==> src/rtl/svc_sim_console_pkg.sv <==
// Shared types and helpers for the simulation UART console.
package svc_sim_console_pkg;

    // Per-channel receiver states
    typedef enum logic [2:0] {
        IDLE,
        START,
        DATA,
        STOP,
        BREAK
    } rx_state_t;

    // End-of-transmission byte that ends a run by default
    localparam logic [7:0] DEFAULT_DONE_BYTE = 8'h04;

    // Clocks per UART bit, truncated
    function automatic int cpb(input int clock_freq_mhz, input int baud);
        return (clock_freq_mhz * 1_000_000) / baud;
    endfunction

endpackage

==> src/rtl/svc_sim_uart_rx.sv <==
// One 8N1 receive channel: 2-flop synchroniser (preset high) plus bit FSM.
// byte_stb/byte_nxt expose the byte one cycle ahead of the registered
// rx_valid/rx_data so the console can act on the same edge.
module svc_sim_uart_rx
    import svc_sim_console_pkg::*;
#(
    parameter int CPB = 10
) (
    input  logic       clk,
    input  logic       rst,
    input  logic       line,
    output logic       rx_valid,
    output logic [7:0] rx_data,
    output logic       frame_err,
    output logic       byte_stb,
    output logic [7:0] byte_nxt
);

    localparam int CNT_W = (CPB > 2) ? $clog2(CPB) : 1;
    localparam logic [CNT_W-1:0] HALF_M1 = CNT_W'(CPB / 2 - 1);
    localparam logic [CNT_W-1:0] FULL_M1 = CNT_W'(CPB - 1);

    logic [1:0]       sync;
    logic             line_s;
    rx_state_t        state, state_nxt;
    logic [CNT_W-1:0] cnt;
    logic [2:0]       idx;
    logic [7:0]       shift;
    logic             half_hit, full_hit;
    logic             sample, stop_bad;

    assign line_s   = sync[1];
    assign half_hit = (cnt == HALF_M1);
    assign full_hit = (cnt == FULL_M1);
    assign byte_nxt = shift;

    // Synchronise the asynchronous serial line; preset to idle-high
    always_ff @(posedge clk or posedge rst) begin
        if (rst) sync <= 2'b11;
        else     sync <= {sync[0], line};
    end

    // State register
    always_ff @(posedge clk or posedge rst) begin
        if (rst) state <= IDLE;
        else     state <= state_nxt;
    end

    // Next-state decode
    always_comb begin
        state_nxt = state;
        unique case (state)
            IDLE:    if (!line_s)                 state_nxt = START;
            START:   if (half_hit)                state_nxt = line_s ? IDLE : DATA;
            DATA:    if (full_hit && idx == 3'd7) state_nxt = STOP;
            STOP:    if (full_hit)                state_nxt = line_s ? IDLE : BREAK;
            BREAK:   if (line_s)                  state_nxt = IDLE;
            default:                              state_nxt = IDLE;
        endcase
    end

    // Sample and strobe decode
    always_comb begin
        sample   = (state == DATA) && full_hit;
        byte_stb = (state == STOP) && full_hit && line_s;
        stop_bad = (state == STOP) && full_hit && !line_s;
    end

    // Bit timer, data shifter and registered strobes
    always_ff @(posedge clk or posedge rst) begin
        if (rst) begin
            cnt       <= '0;
            idx       <= '0;
            shift     <= '0;
            rx_valid  <= 1'b0;
            rx_data   <= '0;
            frame_err <= 1'b0;
        end else begin
            rx_valid  <= byte_stb;
            frame_err <= stop_bad;
            if (byte_stb) rx_data <= shift;
            // timer restarts at every phase boundary (mid-start, each bit centre)
            if (state == IDLE || state == BREAK || (state == START && half_hit) || full_hit)
                cnt <= '0;
            else
                cnt <= cnt + CNT_W'(1);
            if (state == IDLE) idx <= '0;
            if (sample) begin
                shift <= {line_s, shift[7:1]};
                idx   <= idx + 3'd1;
            end
        end
    end

endmodule

==> src/rtl/svc_sim_uart_console.sv <==
// Multi-channel UART console with end-of-run and inactivity watchdog.
// Optional console echo: define SVC_SIM_CONSOLE_PRINT_EN.
module svc_sim_uart_console
    import svc_sim_console_pkg::*;
#(
    parameter int         NUM_CH          = 1,
    parameter int         CLOCK_FREQ_MHZ  = 25,
    parameter int         BAUD_RATE       = 115_200,
    parameter logic [7:0] DONE_BYTE       = DEFAULT_DONE_BYTE,
    parameter int         WATCHDOG_CYCLES = 500_000
) (
    input  logic                      clk,
    input  logic                      rst,
    input  logic [NUM_CH-1:0]         uart_rx,
    output logic [NUM_CH-1:0]         rx_valid,
    output logic [8*NUM_CH-1:0]       rx_data,
    output logic [NUM_CH-1:0]         frame_err,
    output logic                      done,
    output logic [$clog2(NUM_CH):0]   done_ch,
    output logic                      timeout
);

    localparam int CPB   = cpb(CLOCK_FREQ_MHZ, BAUD_RATE);
    localparam int CH_W  = $clog2(NUM_CH) + 1;
    localparam int WD_W  = (WATCHDOG_CYCLES > 1) ? $clog2(WATCHDOG_CYCLES) : 1;
    localparam logic [WD_W-1:0] WD_LAST = WD_W'((WATCHDOG_CYCLES > 0) ? WATCHDOG_CYCLES - 1 : 0);

    logic [NUM_CH-1:0]       byte_stb;
    logic [NUM_CH-1:0][7:0]  byte_nxt;
    logic                    hit;
    logic [CH_W-1:0]         hit_ch;
    logic [WD_W-1:0]         wd_cnt;

    for (genvar c = 0; c < NUM_CH; c++) begin : g_ch
        svc_sim_uart_rx #(.CPB(CPB)) u_rx (
            .clk       (clk),
            .rst       (rst),
            .line      (uart_rx[c]),
            .rx_valid  (rx_valid[c]),
            .rx_data   (rx_data[8*c +: 8]),
            .frame_err (frame_err[c]),
            .byte_stb  (byte_stb[c]),
            .byte_nxt  (byte_nxt[c])
        );
    end

    // Find the lowest channel finishing a DONE_BYTE this cycle
    always_comb begin
        hit    = 1'b0;
        hit_ch = '0;
        for (int c = NUM_CH - 1; c >= 0; c--) begin
            if (byte_stb[c] && byte_nxt[c] == DONE_BYTE) begin
                hit    = 1'b1;
                hit_ch = CH_W'(c);
            end
        end
    end

    // Run lifecycle: done / timeout are sticky and lock each other out
    always_ff @(posedge clk or posedge rst) begin
        if (rst) begin
            done    <= 1'b0;
            done_ch <= '0;
            timeout <= 1'b0;
            wd_cnt  <= '0;
        end else if (!done && !timeout) begin
            if (hit) begin
                done    <= 1'b1;
                done_ch <= hit_ch;
            end
            // a received byte beats an expiry on the same edge
            if (|byte_stb) begin
                wd_cnt <= '0;
            end else begin
                wd_cnt <= wd_cnt + WD_W'(1);
                if (WATCHDOG_CYCLES != 0 && wd_cnt == WD_LAST) timeout <= 1'b1;
            end
        end
    end

`ifdef SVC_SIM_CONSOLE_PRINT_EN
    logic [NUM_CH-1:0] at_bol;
    logic              done_q, timeout_q;

    // Echo decoded bytes and lifecycle events onto the simulator console
    always_ff @(posedge clk or posedge rst) begin
        if (rst) begin
            at_bol    <= '1;
            done_q    <= 1'b0;
            timeout_q <= 1'b0;
        end else begin
            done_q    <= done;
            timeout_q <= timeout;
            for (int c = 0; c < NUM_CH; c++) begin
                if (rx_valid[c] && rx_data[8*c +: 8] != 8'h0D) begin
                    if (NUM_CH > 1 && at_bol[c]) $write("[ch%0d] ", c);
                    $write("%c", rx_data[8*c +: 8]);
                    at_bol[c] <= (rx_data[8*c +: 8] == 8'h0A);
                end
            end
            if (done && !done_q) $write("\n<<DONE ch %0d>>", done_ch);
            if (timeout && !timeout_q) begin
                $write("\n<<TIMEOUT>>");
                $finish;
            end
        end
    end
`else
    // console echo compiled out; decode and lifecycle logic unchanged
`endif

endmodule

==> config.mk <==
export PLATFORM = sky130hd
export DESIGN_NAME = svc_sim_uart_console
export DESIGN_NICKNAME = d
export VERILOG_FILES = /design/src/rtl/svc_sim_console_pkg.sv /design/src/rtl/svc_sim_uart_rx.sv /design/src/rtl/svc_sim_uart_console.sv
export SDC_FILE = /design/constraint.sdc
export NUM_CORES = 1
export LEC_CHECK = 0
export ABC_AREA = 0
export CAP_MARGIN = 40
export CORE_MARGIN = 2
export CORE_UTILIZATION = 53
export CTS_CLUSTER_DIAMETER = 120
export CTS_CLUSTER_SIZE = 25
export DETAILED_ROUTE_END_ITERATION = 10
export PLACE_DENSITY_LB_ADDON = 0.05
export SLEW_MARGIN = 40
export SYNTH_ARGS = -nofsm -noshare
export SYNTH_HDL_FRONTEND = slang
export SYNTH_SLANG_ARGS = --single-unit
export TNS_END_PERCENT = 30
==> constraint.sdc <==
create_clock -name clk -period 1.91 [get_ports clk]
set_clock_uncertainty 0.05 [all_clocks]
set_input_delay 0.2865 -clock clk [delete_from_list [all_inputs] [get_ports clk]]
set_output_delay 0.2865 -clock clk [all_outputs]
set_load 0.03 [all_outputs]
[Word level (Yosys, flattened, before mapping)]
Index checks and enable logic that the tools add are counted.
Word-level totals
  bits in registers: 55
  word-level logic and storage cells: 61
  output and inout bits: 13
Cells by class
  reductions and logical operators: 19
  equal/unequal tests: 14
  bitwise gates (word level): 1
  add/subtract/negate cells: 3
  muxes and demuxes: 13
Operators with widths (count)
  3-bit 2-to-1 mux: 8
  19-bit by 1-bit adder with 19-bit output (second input constant): 1
  19-bit equality test (second input constant): 1
  19-bit 2-to-1 mux: 1
  3-bit one-hot mux with 5 select lines: 1
  8-bit by 1-bit adder with 8-bit output (second input constant): 1
  8-bit by 3-bit equality test with 1-bit output (second input constant): 1
  8-bit by 7-bit equality test with 1-bit output (second input constant): 1
  8-bit equality test (second input constant): 1
  1-bit logical AND: 8
  8-bit 2-to-1 mux: 1
  2-bit by 1-bit inequality test with 1-bit output (second input constant): 4
  3-bit by 2-bit equality test with 1-bit output (second input constant): 2
  3-bit equality test (second input constant): 2
  5-bit AND reduction: 1
  3-bit by 1-bit adder with 3-bit output (second input constant): 1
  3-bit by 1-bit equality test with 1-bit output (second input constant): 1
  1-bit zero test: 3
  3-bit zero test: 1
  1-bit logical OR: 3
  3-bit AND reduction: 1
  2-bit 2-to-1 mux: 1
  2-bit inequality test (second input constant): 1
  2-bit AND reduction: 1
  3 further kinds: 3

[Logic depth before layout (Yosys ltp)]
  depth in word-level cells: 6
  depth in mapped cells: 8

[By module]
From an unflattened synthesis, not the netlist that was laid out.
Unflattened totals
  cells, all modules: 245
  area, all modules: 2675.1 µm²
Modules (own cells, without submodules)
  svc_sim_uart_rx: cells each 112, sequential area each 853.3 µm², area each 1466.4 µm², times used 1
  svc_sim_uart_console: cells each 133, sequential area each 525.5 µm², area each 1208.7 µm², times used 1

[Least setup slack after synthesis]
No wires, ideal clock.
  path kind: flip-flop to flip-flop
  from: register done
  to: register wd_cnt[17]
  setup time: 0.077 ns
  cell stages (with the launch flop): 6
  path buffers: 1
  arrival: 1.893 ns
  data required time: 1.783 ns
  slack: -0.111 ns
  path through: dfrtp_1 nand4bb_4 or3_1 buf_2 or4_1 a21oi_1
On the way
  word-level cells in the longest chain between the ends: 2
Ends and longest elaborated chain
  from (decl): RTL line svc_sim_uart_console.sv:18  | output logic done,
  from (signal assigned): RTL line svc_sim_uart_console.sv:62  | done <= 1'b0;
  from (signal assigned): RTL line svc_sim_uart_console.sv:68  | done <= 1'b1;
  1-bit zero test: RTL line svc_sim_uart_console.sv:66  | end else if (!done && !timeout) begin
  1-bit logical AND: RTL line svc_sim_uart_console.sv:66
  to (signal assigned): RTL line svc_sim_uart_console.sv:75  | wd_cnt <= wd_cnt + WD_W'(1);
  to (decl): RTL line svc_sim_uart_console.sv:32  | logic [WD_W-1:0] wd_cnt;
Every way passes these cells.
A chain may end at the register's enable or synchronous reset.

[Final worst setup path]
  from: register timeout
  to: output port timeout
RTL lines
  from (decl): RTL line svc_sim_uart_console.sv:20  | output logic timeout
  from (signal assigned): RTL line svc_sim_uart_console.sv:64  | timeout <= 1'b0;
  from (signal assigned): RTL line svc_sim_uart_console.sv:76  | if (WATCHDOG_CYCLES != 0 && wd_cnt == WD_LAST) timeout <= 1'b1;
No word-level cell between the ends.

==> run summary <==
vias in the first global route -> 1788
setup slack, reg-to-reg -> 0.10 ns
Initial DRC Count -> 136
TritonRoute pass-1 iters -> 4
Fmax achieved -> 550.9 MHz
CTS root buffer -> clkbuf_8
synth unique cells -> 42
share of the synthesized area in the top cell type -> 51.96%
cell taking the most area after synthesis -> dfrtp_1
Post-synth EDFFs -> 0
H-tree depth -> 2
Commonest cells post-synth -> 53 x dfrtp_1, 38 x nand2_1, 29 x nor2_1, 11 x nand3_1, 10 x inv_1
leakage power total -> 1.419 nW
crit path capture type -> primary output
Core Region -> 4692 um2
final wirelength -> 4651 um
final worst path period share -> 95.04%
power per cell area -> 703.4 nW/um2
Chip Width -> 73.40 um
register area share after synthesis -> 54.02%
Fin Setup TNS -> 0 ns
IO Port Bufs -> 14
Crit Path Category -> reg2out
Most used DFF post-synth -> dfrtp_1
Critical Path AT -> 1.48 ns
# Max-Cap Violations -> 0
count leader, synth -> dfrtp_1
Mean Syn Cell Area -> 10.21 um2
CTS Buf Count -> 5
startpoint class of the critical path -> flop
Syn-to-layout area delta -> 18.92%
cells taking the most area after synthesis -> dfrtp_1 52%, nand2_1 5.6%, nor2_1 4.3%
CTS tree -> yes
Async SR Flop Fraction -> 100.0%
Initial Util -> 54.40%
status -> complete, no violations
Skew-Pair Late Insertion Delay -> 0.31 ns
Tot Pwr -> 2.135 mW
Syn. warnings -> 0
multi-input logic area -> 1106 um2
Sequential Area -> 1384 um2
die area -> 5387 um2
post-synthesis cell area -> 2552 um2
critical path peak fanout -> 5
largest net degree at the start of global routing -> 38
wire per inst -> 13.84 um
Final Hold Viols -> 0
layout cells sized above 1 -> 17.38%
hpwl dp -> 3307 um
Worst Path Required -> 1.57 ns
fillers -> 378
cell count after synthesis -> 250
routability cong. -> 0.9072
IO Pins -> 16
worst hold path type -> in2async
final max-slew violation count -> 0
n_diodes -> 0
GRT Total Usage -> 19.24%
DR vias/cell -> 5.524
clk sinks -> 55
antenna violations before repair -> 0
die height -> 73.40 um
fin crit period -> 1.815 ns
GRT overflow -> 0
# hold bufs at CTS -> 0
DRT antenna net count -> 0
first-pass GRT wire length -> 7976 um
row cnt -> 25
DR DRC count -> 0
worst vdd ir -> 482.7 uV
Syn Nets -> 258
Clock Path Buffers -> 2
Seq cells post-synth -> 55
Vias -> 1856
final core occ -> 64.69%
clock-pin slew on the worst setup and hold paths -> 0.10 ns
final net count -> 289
RSZ-0062 raised after global routing -> no
Final setup viols -> 0
cells by family (layout without fill, tap and decap cells):
family	count (synthesis)	in the layout	share of synthesized area (%)
AOI/OAI and AO/OA	27	27	6.765
xor gates and xnor gates	16	16	5.490
buffers and inverters	18	50	2.843
other	1	1	0.1469
DFF	55	55	54.02
and+or+nand+nor	120	120	24.76
adders and majority gates	5	5	2.451
muxes	8	8	3.530
sequential cells by signal, indices dropped and copies added, names as in the netlist:
name and count:
wd_cnt 19, g_ch.u_rx.byte_nxt 8, g_ch.u_rx.cnt 8, g_ch.u_rx.rx_data 8, g_ch.u_rx.idx 3, g_ch.u_rx.state 3
g_ch.u_rx.sync 2, done 1, g_ch.u_rx.frame_err 1, g_ch.u_rx.rx_valid 1, timeout 1
placed cells by master, fill, tap and decap left out, types with 2 or more instances in the layout:
master / count
and3_1: 5
bufinv_16: 2
nand2_1: 38
inv_1: 9
dfrtp_2: 4
xnor2_1: 7
nor3_1: 3
nand4_1: 7
nor2_1: 29
o21ai_0: 9
and4_1: 3
o31ai_1: 3
nand3b_1: 3
buf_4: 16
ha_1: 5
mux2_2: 8
nand3_1: 11
xor2_1: 9
dfrtp_1: 49
clkbuf_8: 5
clkdlybuf4s50_1: 14
or3_1: 3
nor4b_1: 2
dfstp_2: 2
and4bb_2: 2
buf_12: 2
nor4_1: 3
a21oi_1: 7
or4_1: 3
through the flow:
stage,setup slack (ns),cell area (um2),cells,hold slack (ns)
2_1_floorplan,0.006736,2561,250,0.2410
3_3_place_gp,0.1382,2880,327,0.2972
3_5_place_dp,0.09296,2880,327,0.2993
4_1_cts,0.07642,3020,335,0.2491
5_1_grt,0.01706,3035,336,0.2512
6_report,0.09473,3035,336,0.2537
worst paths after layout:
kind	from	endpoint	cells after the start
hold / removal	rst	timeout	3
setup / recovery	timeout	timeout	2
max in group asynchronous	rst	g_ch[0].u_rx.sync[0]	3
hold reg to reg	g_ch[0].u_rx.sync[0]	g_ch[0].u_rx.sync[1]	0
setup reg to reg	done	wd_cnt[17]	4
min in group clk	g_ch[0].u_rx.sync[0]	g_ch[0].u_rx.sync[1]	0
critical path, cell delays in order (launching register included):
cell             delay [ns]
dfrtp_2                0.37
buf_4                  0.13
clkdlybuf4s50_1        0.66
cell type report:
class / instances / area share (%)
sequential: 55 / 45.59
clock buffer: 5 / 2.267
clock inverter: 3 / 2.350
tap: 54 / 2.226
multi-input combinational: 177 / 36.44
inverter: 10 / 1.237
timing repair buffer: 32 / 9.893
per-layer routing:
layer	global-route usage [%]	routed length, um	share of wire (%)	vias to the layer above
li1	-	-	-	931
met5	0	0	0	-
met4	7.475	68	1.5	0
met3	4.115	147	3.2	4
met1	25.49	2239	48	881
met2	31.03	2196	47	40
power by group:
group / switching, mW / internal, mW
Clock: 0.394 / 0.532
Sequential: 0.00200 / 1.17
Combinational: 0.0264 / 0.0130
repair_timing:
| action | in CTS | in global routing |
|---|---|---|
| setup endpoints to repair | 0 | 5 |
| buffers inserted | 0 | 1 |
| resized for setup | 0 | 3 |
No activity file was read; power rests on OpenSTA's default activity.
